[src/rtl/reg_bank_if.sv]
// Write-back bus between the pipeline and reg_bank: register write ports,
// register read-out, and the interrupt request/acknowledge handshake.
interface reg_bank_if;
   logic [415:0] wdata;
   logic [12:0]  wen;
   logic         irq_in;
   logic [7:0]   irq_num_in;
   logic         irq_ack;
   logic [415:0] rdata;
   logic         irq_pending;
   logic [7:0]   irq_num;
   logic         irq_lost;

   modport master (
      output wdata, wen, irq_in, irq_num_in, irq_ack,
      input  rdata, irq_pending, irq_num, irq_lost
   );

   modport slave (
      input  wdata, wen, irq_in, irq_num_in, irq_ack,
      output rdata, irq_pending, irq_num, irq_lost
   );
endinterface

[src/rtl/reg_bank.sv]
// Thirteen-slot architectural register bank with a single-entry interrupt latch.
// Optional macro REG_BANK_WRITE_BYPASS_EN forwards write data to rdata in the same cycle.
module reg_bank #(
   parameter logic [31:0] SP_RESET = 32'h0000_FFFC,
   parameter logic [31:0] CS_RESET = 32'h0000_0000
) (
   input  logic       clk,
   input  logic       rst,
   reg_bank_if.slave  bus
);

   localparam int NSLOTS  = 13;
   localparam int SLOT_CS = 6;
   localparam int SLOT_SP = 11;

   typedef enum logic {
      IDLE = 1'b0,
      PEND = 1'b1
   } irqState_t;

   logic [31:0]  r_regs [NSLOTS];
   irqState_t    r_state;
   logic         r_irqPending;
   logic [7:0]   r_irqNum;
   logic         r_irqLost;
   logic [415:0] w_rdata;

   // Slots are independent; every enabled slot loads in the same edge.
   always_ff @(posedge clk) begin
      if (rst) begin
         for (int k = 0; k < NSLOTS; k++) begin
            if (k == SLOT_CS)
               r_regs[k] <= CS_RESET;
            else if (k == SLOT_SP)
               r_regs[k] <= SP_RESET;
            else
               r_regs[k] <= '0;
         end
      end else begin
         for (int k = 0; k < NSLOTS; k++) begin
            if (bus.wen[k])
               r_regs[k] <= bus.wdata[32*k +: 32];
         end
      end
   end

   // A request arriving while one is pending is only accepted if the ack
   // frees the latch in that same cycle; otherwise it is dropped and flagged.
   always_ff @(posedge clk) begin
      if (rst) begin
         r_state      <= IDLE;
         r_irqPending <= 1'b0;
         r_irqNum     <= 8'h00;
         r_irqLost    <= 1'b0;
      end else begin
         case (r_state)
            IDLE: begin
               if (bus.irq_in) begin
                  r_state      <= PEND;
                  r_irqPending <= 1'b1;
                  r_irqNum     <= bus.irq_num_in;
               end
            end
            PEND: begin
               if (bus.irq_in) begin
                  if (bus.irq_ack)
                     r_irqNum <= bus.irq_num_in;
                  else
                     r_irqLost <= 1'b1;
               end else if (bus.irq_ack) begin
                  r_state      <= IDLE;
                  r_irqPending <= 1'b0;
               end
            end
            default: begin
               r_state      <= IDLE;
               r_irqPending <= 1'b0;
            end
         endcase
      end
   end

   always_comb begin
      w_rdata = '0;
      for (int k = 0; k < NSLOTS; k++) begin
`ifdef REG_BANK_WRITE_BYPASS_EN
         w_rdata[32*k +: 32] = bus.wen[k] ? bus.wdata[32*k +: 32] : r_regs[k];
`else
         w_rdata[32*k +: 32] = r_regs[k];
`endif
      end
   end

   assign bus.rdata       = w_rdata;
   assign bus.irq_pending = r_irqPending;
   assign bus.irq_num     = r_irqNum;
   assign bus.irq_lost    = r_irqLost;

endmodule

[src/flat_wrapper.sv]
// flat-port wrapper written by rule: the top's interface ports become plain ports
module reg_bank_flat 
#(
   parameter logic [31:0] SP_RESET = 32'h0000_FFFC,
   parameter logic [31:0] CS_RESET = 32'h0000_0000
)
  (clk, rst, bus_wdata, bus_wen, bus_irq_in, bus_irq_num_in, bus_irq_ack, bus_rdata, bus_irq_pending, bus_irq_num, bus_irq_lost);
  reg_bank_if bus_i ();
  input  logic clk;
  input  logic rst;
  input wire logic [$bits(bus_i.wdata)-1:0] bus_wdata;
  input wire logic [$bits(bus_i.wen)-1:0] bus_wen;
  input wire logic [$bits(bus_i.irq_in)-1:0] bus_irq_in;
  input wire logic [$bits(bus_i.irq_num_in)-1:0] bus_irq_num_in;
  input wire logic [$bits(bus_i.irq_ack)-1:0] bus_irq_ack;
  output wire logic [$bits(bus_i.rdata)-1:0] bus_rdata;
  output wire logic [$bits(bus_i.irq_pending)-1:0] bus_irq_pending;
  output wire logic [$bits(bus_i.irq_num)-1:0] bus_irq_num;
  output wire logic [$bits(bus_i.irq_lost)-1:0] bus_irq_lost;
  assign bus_i.wdata = bus_wdata;
  assign bus_i.wen = bus_wen;
  assign bus_i.irq_in = bus_irq_in;
  assign bus_i.irq_num_in = bus_irq_num_in;
  assign bus_i.irq_ack = bus_irq_ack;
  assign bus_rdata = bus_i.rdata;
  assign bus_irq_pending = bus_i.irq_pending;
  assign bus_irq_num = bus_i.irq_num;
  assign bus_irq_lost = bus_i.irq_lost;
  reg_bank #(.SP_RESET(SP_RESET), .CS_RESET(CS_RESET)) u_core (.clk(clk), .rst(rst), .bus(bus_i));
endmodule
[config.mk]
export PLATFORM = sky130hd
export DESIGN_NAME = reg_bank_flat
export DESIGN_NICKNAME = d
export VERILOG_FILES = /design/src/rtl/reg_bank_if.sv /design/src/rtl/reg_bank.sv /design/src/flat_wrapper.sv
export SDC_FILE = /design/constraint.sdc
export NUM_CORES = 1
export LEC_CHECK = 0
export ABC_AREA = 0
export CAP_MARGIN = 10
export CORE_AREA = 2 2 336 338
export CTS_BUF_LIST = sky130_fd_sc_hd__clkbuf_16
export DETAILED_ROUTE_END_ITERATION = 8
export DIE_AREA = 0 0 338 340
export HOLD_SLACK_MARGIN = 0.03
export PLACE_DENSITY_LB_ADDON = 0.25
export REMOVE_ABC_BUFFERS = 1
export SYNTH_ARGS = -nofsm -noshare
export SYNTH_HDL_FRONTEND = slang
export SYNTH_SLANG_ARGS = --single-unit
export TNS_END_PERCENT = 30
[constraint.sdc]
create_clock -name clk -period 3.8 [get_ports clk]
set_input_delay 0.38 -clock clk [delete_from_list [all_inputs] [get_ports clk]]
set_output_delay 0.38 -clock clk [all_outputs]
set_load 0.01 [all_outputs]
==> results.sh <==
export IMPL_die_x_microns=338
export IMPL_yosys_warnings=0
export IMPL_fmaxAchievable_mhz=479.6
export IMPL_placed_cell_area_sq_um=26410
export IMPL_path_buf_inv=1
export IMPL_finish_utilization_pct=25.07
export IMPL_area_delta_synth_final_pct=74.95
export IMPL_power_leakage_nw=10.18
export IMPL_core_area_sq_um=111600
export IMPL_overflow=0
export IMPL_drt_initial_drc_count=321
export IMPL_avgSynthCellArea_sq_um=16.86
export IMPL_rows=123
export IMPL_worst_ep_arrival_time_ns=1.71
export IMPL_synthCells=948
export IMPL_grt_pass1_vias=11960
export IMPL_start_kind="register"
export IMPL_clock_path_buffers=3
export IMPL_cp_max_fo=1
export IMPL_final_setup_skew_ns=0.003080
export IMPL_synth_top_cells_by_area="edfxtp_1, and2_1, and2b_1"
export IMPL_htreeDepth=2
export IMPL_grt_usage_pct=10.41
export IMPL_cts_made_buffers=53
export IMPL_slew_headroom_pct=20.90
export IMPL_outcome="complete, no violations"
export IMPL_drc_errors=0
export IMPL_synth_area_leader_cell="edfxtp_1"
export IMPL_setup_tns_ns=0
export IMPL_insertion_delay_ns=0.61
export IMPL_finalCritPeriodShare_pct=54.87
export IMPL_viasPerCell=3.238
export IMPL_seqCellArea_sq_um=12710
export IMPL_vias=10910
export IMPL_cp_end_kind="output port"
export IMPL_dieArea_sq_um=114900
export IMPL_dpl_hpwl_mm=48.57
export IMPL_synth_seq_cells=427
export IMPL_maxSlewViolCount=0
export IMPL_drv_cap=0
export IMPL_syn_area_sq_um=15990
export IMPL_drtPass1Iterations=4
export IMPL_grt_max_degree=84
export IMPL_slowest_stage="clkdlybuf4s50_1"
export IMPL_port_buffers=866
export IMPL_hold_class="input port to register"
export IMPL_synth_enable_flop_cells=416
export IMPL_drive_gt1_share_pct=5.469
export IMPL_synth_cell_type_count=21
export IMPL_power_w=0.01221
export IMPL_hold_buffers=0
export IMPL_async_reset_ff_share_pct=0
export IMPL_worstMarginPinSlew_ns=1.181
export IMPL_crit_chain="clkdlybuf4s50_1"
export IMPL_root_buffer="clkbuf_16"
export IMPL_slowest_delay_ns=0.77
export IMPL_synthFlopType="edfxtp_1"
export IMPL_fin_crit_ns=2.085
export IMPL_seq_area_frac_synth_pct=79.52
export IMPL_drt_wl_total_mm=62.76
export IMPL_fp_dieH_microns=340
export IMPL_critPathRequiredTime_ns=3.42
export IMPL_powerDensity_nw_per_um2=436.7
export IMPL_cts_tree="built"
export IMPL_clk_pin_slew_ns=0.06
export IMPL_ant_nets=0
export IMPL_final_setup_viol_count=0
export IMPL_post_cts_resized=0
export IMPL_routabilityCongestion=0.7869
export IMPL_cts_sinks=427
export IMPL_nFillCells=11630
export IMPL_multi_input_area_sq_um=3098
export IMPL_final_hold_violation_count=0
export IMPL_vdd_ir_drop_max_uv=299.5
export IMPL_ios=867
export IMPL_finish_instance_area_sq_um=27970
export IMPL_grt_pass1_wl_mm=85.50
export IMPL_cpLargestDelayFamily="buffers and inverters"
export IMPL_rsz0062_at_grt="false"
export IMPL_routedWlPerCell_microns=18.63
export IMPL_worstSetupPathType="register to output port"
export IMPL_synth_top_area_share_pct=78.14
export IMPL_nets=2274
export IMPL_antenna_found_initial=12
export IMPL_post_cts_setup_buffer_count=0
export IMPL_initial_core_util_pct=14.33
-- Yosys cell counts, types with 2 or more instances --
cell type,instances
edfxtp_1,416
ha_1,2
inv_1,2
or2_2,26
nor2b_1,36
and2_1,320
clkbuf_1,40
mux2i_1,8
dfxtp_1,11
and2b_1,56
nand2b_1,16
clkbuf_2,3
nor2_1,4
-- layout make-up --
| class | count | area share (%) |
|---|---|---|
| diodes | 3 | 0.02684 |
| clock buffers | 55 | 4.921 |
| clock inverters | 34 | 0.5905 |
| inverters | 2 | 0.02684 |
| multi-input cells | 474 | 11.08 |
| flip-flops and latches | 427 | 45.45 |
| well taps | 1500 | 6.710 |
| repair buffers | 873 | 31.20 |
-- report_power, final --
part / switching, W / internal, W
logic: 0.000727 / 0.00113
registers: 0.000125 / 0.00560
clock network: 0.00200 / 0.00264
total: 0.00285 / 0.00936
-- kinds of logic (layout without fill, tap and decap cells) --
logic type | Yosys count | count (layout) | share of synthesized area, %
buffers and inverters | 47 | 964 | 1.197
DFF | 427 | 427 | 79.52
muxes | 8 | 8 | 0.5009
adders and majority gates | 2 | 2 | 0.1565
and+or+nand+nor | 462 | 462 | 18.55
other | 0 | 3 | 0
AOI/OAI and AO/OA | 2 | 2 | 0.07825
-- registers in the layout, indices dropped and copies added (netlist names) --
register,count
u_core.bus.irq_lost,1
u_core.bus.irq_num,8
u_core.bus.irq_pending,1
u_core.r_regs,416
u_core.r_state,1
-- metal layers --
metal | up-vias | global-route usage, % | share of wire, %
li1 | 5058 | - | -
met1 | 5227 | 10.94 | 36
met2 | 519 | 18.15 | 49
met3 | 89 | 4.923 | 12
met4 | 12 | 3.472 | 2.4
met5 | - | 0 | 0.14
-- metrics by stage --
step | instances | hold slack (ns) | setup WS (ns)
2_1_floorplan | 903 | 0.4524 | 2.361
3_3_place_gp | 3275 | 0.4573 | 1.418
3_5_place_dp | 3275 | 0.4661 | 1.369
4_1_cts | 3364 | 0.2695 | 1.547
5_1_grt | 3367 | 0.3181 | 1.476
6_report | 3368 | 0.3507 | 1.715
-- layout by cell type, fill, tap and decap left out --
master           synthesis  routed
clkdlybuf4s50_1          0     865
edfxtp_1               416     416
and2_1                 320     320
and2b_1                 56      56
clkbuf_16                0      55
nor2b_1                 36      30
or2_2                   26      26
inv_1                    2      20
nand2b_1                16      16
clkinv_1                 0      11
dfxtp_1                 11      11
mux2i_1                  8       8
buf_4                    1       7
nor2b_2                  0       6
nor2_1                   4       4
diode_2                  0       3
ha_1                     2       2
clkinv_2                 0       2
nor2b_4                  1       1
or2_1                    1       1
nor3_4                   1       1
a21oi_1                  1       1
nand2_1                  1       1
a22oi_1                  1       1
bufinv_16                0       1
clkinvlp_4               0       1
clkinv_4                 0       1
buf_8                    0       1
-- path summary, 6_finish.rpt --
path                         startpoint                    end  slack (ns)  depth (start not counted)
setup reg to reg         u_core.r_state  u_core.bus.irq_num[5]        2.34                          4
hold / removal        bus_irq_num_in[1]  u_core.bus.irq_num[1]        0.35                          3
setup / recovery  u_core.r_regs[0][222]         bus_rdata[222]        1.71                          1
hold reg to reg   u_core.bus.irq_num[0]  u_core.bus.irq_num[0]        0.47                          2
Note: power is estimated with default switching activity, not from simulation.
